[src/rtl/peripheral_bfm_master_axi4.sv]
// AXI4 master transaction engine: one command at a time (single or INCR burst, read or write),
// drives AW/W/B/AR/R and returns read beats and write responses on a registered response stream.
module peripheral_bfm_master_axi4 #(
    parameter int ADDR_WIDTH = 32,
    parameter int DATA_WIDTH = 32,
    parameter int ID_WIDTH   = 4,
    parameter int LEN_WIDTH  = 8
) (
    input  logic                    aclk,
    input  logic                    aresetn,
    // command port
    input  logic                    cmd_valid,
    output logic                    cmd_ready,
    input  logic                    cmd_write,
    input  logic [ADDR_WIDTH-1:0]   cmd_addr,
    input  logic [LEN_WIDTH-1:0]    cmd_len,
    input  logic [ID_WIDTH-1:0]     cmd_id,
    // write-data stream
    input  logic                    wd_valid,
    output logic                    wd_ready,
    input  logic [DATA_WIDTH-1:0]   wd_data,
    input  logic [DATA_WIDTH/8-1:0] wd_strb,
    // response stream
    output logic                    rsp_valid,
    input  logic                    rsp_ready,
    output logic                    rsp_write,
    output logic [DATA_WIDTH-1:0]   rsp_data,
    output logic [1:0]              rsp_resp,
    output logic                    rsp_last,
    output logic [ID_WIDTH-1:0]     rsp_id,
    output logic                    busy,
    output logic                    proto_err,
    // AW channel
    output logic [ID_WIDTH-1:0]     awid,
    output logic [ADDR_WIDTH-1:0]   awaddr,
    output logic [LEN_WIDTH-1:0]    awlen,
    output logic [2:0]              awsize,
    output logic [1:0]              awburst,
    output logic                    awvalid,
    input  logic                    awready,
    // W channel
    output logic [DATA_WIDTH-1:0]   wdata,
    output logic [DATA_WIDTH/8-1:0] wstrb,
    output logic                    wlast,
    output logic                    wvalid,
    input  logic                    wready,
    // B channel
    input  logic [ID_WIDTH-1:0]     bid,
    input  logic [1:0]              bresp,
    input  logic                    bvalid,
    output logic                    bready,
    // AR channel
    output logic [ID_WIDTH-1:0]     arid,
    output logic [ADDR_WIDTH-1:0]   araddr,
    output logic [LEN_WIDTH-1:0]    arlen,
    output logic [2:0]              arsize,
    output logic [1:0]              arburst,
    output logic                    arvalid,
    input  logic                    arready,
    // R channel
    input  logic [ID_WIDTH-1:0]     rid,
    input  logic [DATA_WIDTH-1:0]   rdata,
    input  logic [1:0]              rresp,
    input  logic                    rlast,
    input  logic                    rvalid,
    output logic                    rready
);

    localparam int                   STRB_WIDTH = DATA_WIDTH / 8;
    localparam logic [2:0]           AXI_SIZE   = 3'($clog2(STRB_WIDTH));
    localparam logic [1:0]           BURST_INCR = 2'b01;
    localparam logic [LEN_WIDTH-1:0] LEN_ONE    = 1;

    typedef enum logic [2:0] {
        IDLE,
        WR,
        WR_RESP,
        RD_ADDR,
        RD_DATA
    } state_t;

    state_t                  state;
    state_t                  state_next;
    logic [ADDR_WIDTH-1:0]   addr_q;
    logic [LEN_WIDTH-1:0]    len_q;
    logic [ID_WIDTH-1:0]     id_q;
    logic [LEN_WIDTH-1:0]    beat_cnt;
    logic                    aw_done;
    logic                    w_done;
    logic                    rsp_free;
    logic                    cmd_hs;
    logic                    aw_hs;
    logic                    w_hs;
    logic                    b_hs;
    logic                    r_hs;

    assign awid    = id_q;
    assign awaddr  = addr_q;
    assign awlen   = len_q;
    assign awsize  = AXI_SIZE;
    assign awburst = BURST_INCR;
    assign arid    = id_q;
    assign araddr  = addr_q;
    assign arlen   = len_q;
    assign arsize  = AXI_SIZE;
    assign arburst = BURST_INCR;

    assign wdata = wd_data;
    assign wstrb = wd_strb;
    assign wlast = (beat_cnt == len_q);
    assign busy  = (state != IDLE);

    // A B/R beat may only be taken when the response register is free or draining this cycle.
    assign rsp_free = !rsp_valid || rsp_ready;

    assign cmd_hs = cmd_valid && cmd_ready;
    assign aw_hs  = awvalid && awready;
    assign w_hs   = wvalid && wready;
    assign b_hs   = bvalid && bready;
    assign r_hs   = rvalid && rready;

    always_ff @(posedge aclk or negedge aresetn) begin
        if (!aresetn) begin
            state <= IDLE;
        end else begin
            state <= state_next;
        end
    end

    always_comb begin
        state_next = state;
        cmd_ready  = 1'b0;
        awvalid    = 1'b0;
        arvalid    = 1'b0;
        wvalid     = 1'b0;
        wd_ready   = 1'b0;
        bready     = 1'b0;
        rready     = 1'b0;
        case (state)
            IDLE: begin
                cmd_ready = 1'b1;
                if (cmd_valid) begin
                    state_next = cmd_write ? WR : RD_ADDR;
                end
            end
            WR: begin
                awvalid  = !aw_done;
                wvalid   = !w_done && wd_valid;
                wd_ready = !w_done && wready;
                // AW and the last W beat may complete in either order or in the same cycle.
                if ((aw_done || awready) &&
                    (w_done || (wd_valid && wready && (beat_cnt == len_q)))) begin
                    state_next = WR_RESP;
                end
            end
            WR_RESP: begin
                bready = rsp_free;
                if (bvalid && rsp_free) begin
                    state_next = IDLE;
                end
            end
            RD_ADDR: begin
                arvalid = 1'b1;
                if (arready) begin
                    state_next = RD_DATA;
                end
            end
            RD_DATA: begin
                rready = rsp_free;
                if (rvalid && rsp_free && rlast) begin
                    state_next = IDLE;
                end
            end
            default: begin
                state_next = IDLE;
            end
        endcase
    end

    always_ff @(posedge aclk or negedge aresetn) begin
        if (!aresetn) begin
            addr_q   <= '0;
            len_q    <= '0;
            id_q     <= '0;
            beat_cnt <= '0;
            aw_done  <= 1'b0;
            w_done   <= 1'b0;
        end else begin
            if (cmd_hs) begin
                addr_q   <= cmd_addr;
                len_q    <= cmd_len;
                id_q     <= cmd_id;
                beat_cnt <= '0;
                aw_done  <= 1'b0;
                w_done   <= 1'b0;
            end
            if (aw_hs) begin
                aw_done <= 1'b1;
            end
            if (w_hs) begin
                beat_cnt <= beat_cnt + LEN_ONE;
                if (wlast) begin
                    w_done <= 1'b1;
                end
            end
            if (r_hs) begin
                beat_cnt <= beat_cnt + LEN_ONE;
            end
        end
    end

    always_ff @(posedge aclk or negedge aresetn) begin
        if (!aresetn) begin
            rsp_valid <= 1'b0;
            rsp_write <= 1'b0;
            rsp_data  <= '0;
            rsp_resp  <= '0;
            rsp_last  <= 1'b0;
            rsp_id    <= '0;
        end else if (b_hs) begin
            rsp_valid <= 1'b1;
            rsp_write <= 1'b1;
            rsp_data  <= '0;
            rsp_resp  <= bresp;
            rsp_last  <= 1'b1;
            rsp_id    <= bid;
        end else if (r_hs) begin
            rsp_valid <= 1'b1;
            rsp_write <= 1'b0;
            rsp_data  <= rdata;
            rsp_resp  <= rresp;
            rsp_last  <= rlast;
            rsp_id    <= rid;
        end else if (rsp_ready) begin
            rsp_valid <= 1'b0;
        end
    end

    // Sticky until reset: wrong ID on B/R, early rlast, or missing rlast on the final beat.
    always_ff @(posedge aclk or negedge aresetn) begin
        if (!aresetn) begin
            proto_err <= 1'b0;
        end else begin
            if (b_hs && (bid != id_q)) begin
                proto_err <= 1'b1;
            end
            if (r_hs && ((rid != id_q) ||
                         (rlast && (beat_cnt != len_q)) ||
                         (!rlast && (beat_cnt == len_q)))) begin
                proto_err <= 1'b1;
            end
        end
    end

endmodule

[config.mk]
export PLATFORM = sky130hd
export DESIGN_NAME = peripheral_bfm_master_axi4
export DESIGN_NICKNAME = d
export VERILOG_FILES = /design/src/rtl/peripheral_bfm_master_axi4.sv
export SDC_FILE = /design/constraint.sdc
export NUM_CORES = 1
export LEC_CHECK = 0
export ABC_AREA = 0
export CAP_MARGIN = 30
export CORE_ASPECT_RATIO = 2
export CORE_MARGIN = 2
export CORE_UTILIZATION = 33
export DETAILED_ROUTE_END_ITERATION = 8
export MAX_ROUTING_LAYER = met4
export PLACE_DENSITY_LB_ADDON = 0.15
export SETUP_SLACK_MARGIN = 0.05
export SLEW_MARGIN = 40
export SYNTH_ARGS = -nofsm -noshare
export SYNTH_HDL_FRONTEND = slang
export SYNTH_SLANG_ARGS = --single-unit
[constraint.sdc]
create_clock -name aclk -period 1.72 [get_ports aclk]
set_input_delay 0.344 -clock aclk [delete_from_list [all_inputs] [get_ports aclk]]
set_output_delay 0.344 -clock aclk [all_outputs]
set_load 0.005 [all_outputs]
# Word-level counts from Yosys, hierarchy flattened
# Cells that the tools add are included.
# word_totals
regBits	99
input_bits	136
output_inout_bits	185
word_cells	99
# classes
mux	37
addsub	1
reduce_logical	34
n_eq_ne	13
# op_table
operator	n
$mux 32	2
$mux 8	3
$mux 1	21
$logic_and 1x1->1	17
$mux 3	5
$pmux 3 s5	1
$ne 2x2->1 const B	5
$reduce_bool 3->1	3
$add 8x1->8 const B	1
$eq 8x8->1	1
$mux 4	2
$ne 4x4->1	2
$ne 8x8->1	1
$eq 3x2->1 const B	2
$mux 2	3
$reduce_bool 2->1	3
$logic_or 1x1->1	5
$reduce_and 5->1	1
$logic_not 1->1	4
$eq 3x1->1 const B	1
$eq 3x3->1 const B	1
$logic_not 3->1	1

# Depth between registers and ports, before layout
# Gate-level depths: netlist (run 1).
# logic_depth
depth_word	7
mapped_depth	8
ltp_nobuf	5

# Worst setup path after synthesis (run 1)
# Ideal clock, no wire load.
# synth_timing
kind	register to register
start	reg state[1]
end	reg beat_cnt[6]
setup_slack_ps	-150
setup_ps	79
n_path_buf	0
t_arrival_ps	1791
stages_incl_launch_ff	5
cell_sequence	dfrtp_1 > or4b_2 > o32a_2 > nor3_2 > mux2i_1
# synth_between
elab_chain_cells	5
word_cells_on_any_way	12
cone_classes	eq/ne (2); mux (5); reduce/logical (5)
# synth_rtl
element	line	source
start, declared	82	state_t state;
start signal, assigned	126	state <= state_next;
$eq 3x1->1	139	case (state)
$mux 1	139	
$logic_and 1x1->1	118	assign w_hs = wvalid && wready;
$mux 8	200	if (w_hs) begin
$mux 8	206	if (r_hs) begin
end signal, assigned	201	beat_cnt <= beat_cnt + LEN_ONE;
end signal, assigned	207	beat_cnt <= beat_cnt + LEN_ONE;
end, declared	87	logic [LEN_WIDTH-1:0] beat_cnt;
# Several ways; a longest one is shown, not always the timed one.
# A chain may end at the register's enable or synchronous reset.

# Worst setup path in the final report (run 1)
# layout_timing
start	reg state[1]
end	reg beat_cnt[3]
# Same word-level chain as after synthesis.

==> results of run 1 <==
[per-layer routing]
layer,vias to the layer above,wire [um],share of wire,GRT usage
li1,2213,-,-,-
met1,2181,5989,0.34,0.2082
met2,184,10100,0.58,0.3638
met3,39,844,0.048,0.04204
met4,0,509,0.029,0.09470
met5,-,0,0,-
[worst max-delay path: cells and delay by family, from the launching register on]
kind / cells / cell delay, ps
AND/OR/NAND/NOR: 2 / 660
AO/OA/AOI/OAI: 3 / 500
flip-flops: 1 / 440
buffers and inverters: 2 / 260
[how the worst min path moves through the flow]
| stage | end | cells after the start | from | slack (ps) |
|---|---|---|---|---|
| final | rsp_data[3] | 2 | aresetn | 430 |
| after global routing | rsp_data[1] | 2 | aresetn | 450 |
| after CTS | araddr[3] | 2 | aresetn | 430 |
| after detailed placement | rsp_data[3] | 1 | aresetn | 260 |
| after global placement | rsp_data[3] | 1 | aresetn | 250 |
| after floorplan | araddr[0] | 0 | aresetn | 50 |
[metrics by stage]
step,instance area (um^2),power [uW],std cells
after global placement,7310,9761,947
after global routing,8713,14500,1008
final,8713,13620,1008
after floorplan,5026,6439,578
after CTS,8043,12670,983
after detailed placement,7310,9853,947
[cells in the mapped netlist (all sizes together) (3+ instances only)]
cell type	number
xor2	4
and2	4
xnor2	12
nand2	213
and3	3
o21ai	41
clkbuf	17
inv	5
nand2b	3
nor2	13
dfrtp	99
o31ai	4
nand3	4
nor3	10
nor4	4
o22ai	7
nand4	4
buf	99
[cell families (layout without fill, tap and decap cells)]
kind of cell	Yosys count	in the layout	share of synthesized area
fa+ha+maj	1	1	0.002517
buf+inv	121	356	0.1654
simple gates	265	265	0.2197
other cells	2	10	0.001511
flops	99	99	0.4984
xor+xnor	16	16	0.02819
mux	3	3	0.006292
compound gates	63	63	0.07803
[layout by cell type, fill, tap and decap left out, types with 9 or more instances in the layout]
cell type        synthesis  routed
buf_12                   0      10
buf_4                   90      53
buf_6                    3      28
clkbuf_16                0      16
clkdlybuf4s50_1          0     207
conb_1                   2      10
dfrtp_1                 99      95
dlygate4sd2_1            0      18
nand2_1                213     163
nand2_2                  0      36
nand2_4                  0      13
nor2_1                  13       9
o21ai_1                  0      29
o21ai_2                  0      11
xnor2_1                 12      11
[flip-flops by register name (all words and copies together), names as in the netlist]
register and count:
araddr 32, arid 4, arlen 8, aw_done 1, beat_cnt 8, proto_err 1
rsp_data 32, rsp_id 4, rsp_last 1, rsp_resp 2, rsp_valid 1, rsp_write 1
state 3, w_done 1
[repair_timing]
action / 4_1_cts / 5_1_grt
resized for setup: 142 / 94
pin swaps: 17 / 51
setup buffers: 21 / 17
gates cloned: 2 / 13
hold buffers: 1 / 0
endpoints found under the setup margin: 84 / 114
hold endpoints to repair: 19 / 0
[power by group]
group,total [uW],internal [uW],switching (uW)
registers,3930,3190,738
clock network,1970,1110,854
logic,7720,4730,2990
total,13600,9040,4580
[layout make-up]
| cell class | count | area [um^2] |
|---|---|---|
| clock buffers | 10 | 229.0 |
| clock inverters | 4 | 53.80 |
| fillers | 1346 | 6106 |
| inverters | 5 | 22.52 |
| multi-input cells | 358 | 2158 |
| flip-flops and latches | 99 | 2482 |
| well taps | 195 | 244.0 |
| repair buffers | 337 | 3523 |
==> run metrics, run 1 <==
status=finished with violations; failing checks=negative setup slack; TritonRoute pass-1 iters=4; Pins Over Slew Limit=0; r2r setup slk=-260 ps; Ys Warns=0; maxcap violations=0; Layout Nets=947; worst path required time=1950 ps; Initial DRC Count=113; Pleak=0.003981 uW; vias in the first global route=4680; initial core utilization=0.3354; Main synth FF type=dfrtp_1; synth top area cells=dfrtp_1, nand2_1, buf_4; row count=63; Clock Path Buffers=2; launching point of the worst reg2reg path=state[1]; layout cells sized above 1=0.2755; H-tree levels=3; Slowest-stage cell, CP=or4b_4; gr usage total=0.2017; Via density=4.580; RSZ-0062 raised after global routing=true; via count=4617; critical path cell sequence=buf_6, buf_12, or4b_4, o32ai_4, nor2_4, o21ai_2, o21ai_1; period utilization=1.153; final setup fails=105; Mapped Cells=570; Top Ports=321; Final WS setup=-263.4 ps; CTS tree=done; Routed WL per cell=17.30 um; core area=0.01482 mm^2; Die X=90.79 um; Post-Place Worst Slack=-371.0 ps; Root Buffer=clkbuf_16; Hold WS=429.3 ps; FMAX=504.2 MHz; R2R cell count=7; total wire length=17440 um; share of the synthesized area in the top cell type=0.4984; Peak VDD IR=0.7761 mV; Netlist cell types=41; Syn Area/Cell=8.721 um^2; pin count of the biggest net entering global routing=50; Post-Syn Area=0.004971 mm^2; Critical path origin=state[1]; Fin. Hold Viols=0; max incr delay on CP=560 ps; Port Buffers=238; fin crit period=1983 ps; chip height=177.6 um; worst r2r dst=beat_cnt[3]; number of synthesized flops with an enable pin=0; total CTS buffers=9; crit path kind=reg2reg; DR DRC count=0; grt total ovfl=0; CP endpoint=beat_cnt[3]; CP endpoint kind=flip-flop; Die Area=0.01612 mm^2; initial antenna violation count=0; Critical Path Source Type=flip-flop; Crit Path Max Fanout=6; Worst-Skew Late Latency=340 ps; critical path arrival=2210 ps; cell taking the most area after synthesis=dfrtp_1; total negative slack=-13030 ps; RePlAce Congestion=0.7894; register bit total from synthesis=99; CTS Sinks=99; Syn-to-layout area delta=75.28%; Ant. Diodes=0; pwr dens=1563 mW/mm^2; core utilization of the finished layout=0.5880; first-pass GRT wire length=24620 um; Hold Crit Class=in2async; ys async rst share=1.000; clk_skew=7.261 ps; CTS clock-pin slew for the worst setup and hold paths=70 ps; Post-DP HPWL=11460 um; ANT nets after route=0; register area share after synthesis=0.4984
No activity file was read; power rests on OpenSTA's default activity.
==> run 2: changes to the inputs <==
Settings changed: CORE_MARGIN 2 to 1, GPL_TIMING_DRIVEN set to 0.
==> run metrics, run 2 (synthesis results as in run 1) <==
Ant. Diodes=0; Pins Over Slew Limit=0; worst path required time=1380 ps; Post-Place Worst Slack=-776.9 ps; initial core utilization=0.3372; pin count of the biggest net entering global routing=56; Initial DRC Count=148; total wire length=18380 um; Hold Crit Class=in2async; maxcap violations=0; pwr dens=1426 mW/mm^2; Peak VDD IR=0.7174 mV; Layout Nets=1065; status=finished with violations; # fillers=1197; M1 GR Usage=0.2153; max incr delay on CP=460 ps; period utilization=1.113; CP bufs+invs=4; Slowest-stage cell, CP=dfrtp_2; Die X=88.79 um; Via density=4.615; Post-DP HPWL=12940 um; via count=5206; ANT nets after route=0; met2 Resource Use GR=0.4369; Fin. Hold Viols=0; R2R cell count=8; critical path cell sequence=buf_4, buf_4, nor3_4, buf_6, buf_6; commonest non-fill, non-tap cell in the layout=clkdlybuf4s50_1; chip height=175.6 um; fin crit period=1915 ps; Final WS setup=-194.9 ps; row count=63; gr busiest metal=met2; Pleak=0.004728 uW; Die Area=0.01559 mm^2; vias in the first global route=5186; RePlAce Congestion=0.7959; total negative slack=-6606 ps; Port Buffers=274; CTS clock-pin slew for the worst setup and hold paths=70 ps; first-pass GRT wire length=25810 um; Top Ports=321; initial antenna violation count=0; Root Buffer=clkbuf_16; critical path arrival=1570 ps; CTS Sinks=99; met3 Track Usage GR=0.03102; core area=0.01474 mm^2; Worst-Margin Slew=630.8 ps; Syn-to-layout area delta=95.29%; crit path kind=reg2out; Pwr Total=13840 uW; clk_skew=8.337 ps; final setup fails=58; commonest non-fill, non-tap cells in the layout=clkdlybuf4s50_1, nand2_1, buf_4; Clock Path Buffers=2; DR DRC count=0; worst rel slew slack=0.5756; H-tree levels=3; CTS tree=done; TritonRoute pass-1 iters=4; total CTS buffers=9; FMAX=522.2 MHz; gr usage total=0.2262; CP top delay family=buffers and inverters; layout cells sized above 1=0.3548; grt total ovfl=0; Crit Path Max Fanout=5; CP endpoint kind=primary output; RSZ-0062 raised after global routing=true; failing checks=negative setup slack; Critical Path Source Type=flip-flop; Worst-Skew Late Latency=350 ps; Crit path depth=5; Routed WL per cell=16.29 um
[run 2: cell count changes in the layout (fill, tap and decap cells not counted), sizes merged]
cell	previous run	this run
clkinvlp	3	2
buf	101	180
dlygate4sd2	18	47
clkbuf	17	21
dlymetal6s2s	3	10
inv	4	5
or3	1	2
[run 2: layer usage]
metal | vias up | wire length, um
met5 | - | 0
met4 | 0 | 556
met3 | 41 | 1060
met2 | 247 | 10720
met1 | 2469 | 6040
li1 | 2449 | -
[run 2: worst paths after layout]
kind | startpoint | to | slack, ps
max in group asynchronous | aresetn | arid[2] | 620
worst min register to register | araddr[15] | araddr[15] | 500
worst min-delay path | aresetn | rsp_data[3] | 480
worst max-delay path | state[1] | cmd_ready | -190
worst max register to register | state[2] | beat_cnt[2] | -190
min in group aclk | araddr[15] | araddr[15] | 500
[run 2: layout make-up]
class / count / area (um^2) / share of cell area
plain buffers: 112 / 943.4 / 0.09718
multi-input cells: 359 / 2311 / 0.2380
clock inverters: 4 / 57.56 / 0.005929
inverters: 5 / 22.52 / 0.002320
flip-flops and latches: 99 / 2492 / 0.2567
repair buffers: 342 / 3381 / 0.3482
well taps: 195 / 244.0 / 0.02513
clock buffers: 12 / 256.5 / 0.02642
[run 2: timing repair]
item,4_1_cts,5_1_grt
setup buffers,41,18
setup endpoints to repair,155,117
gates resized for setup,177,190
cloned,2,6
endpoints found under the hold margin,44,0
pin swaps,20,51
hold buffers,1,0
[run 2: where the power goes]
group / total [uW] / internal [uW] / switching (uW)
Sequential: 4010 / 3200 / 813
Clock: 2130 / 1220 / 908
Combinational: 7700 / 4730 / 2970
[run 2: stage by stage]
step / hold slack [ps] / area [um^2] / std cells / util
2_1_floorplan: 48.41 / 5026 / 578 / -
3_3_place_gp: 459.9 / 8013 / 1047 / 0.5436
3_5_place_dp: 261.1 / 8045 / 1048 / 0.5458
4_1_cts: 482.5 / 8894 / 1104 / 0.6033
5_1_grt: 520.0 / 9708 / 1128 / 0.6586
6_report: 480.5 / 9708 / 1128 / 0.6586
[run 2: worst reg2reg max path, cell delays in order, from the launching register on]
cell and delay [ps]:
dfrtp_2 410, buf_6 120, or3b_4 420, buf_6 140, o32a_4 340, buf_12 160, nor2_2 80, o21ai_1 60
o21ai_1 100
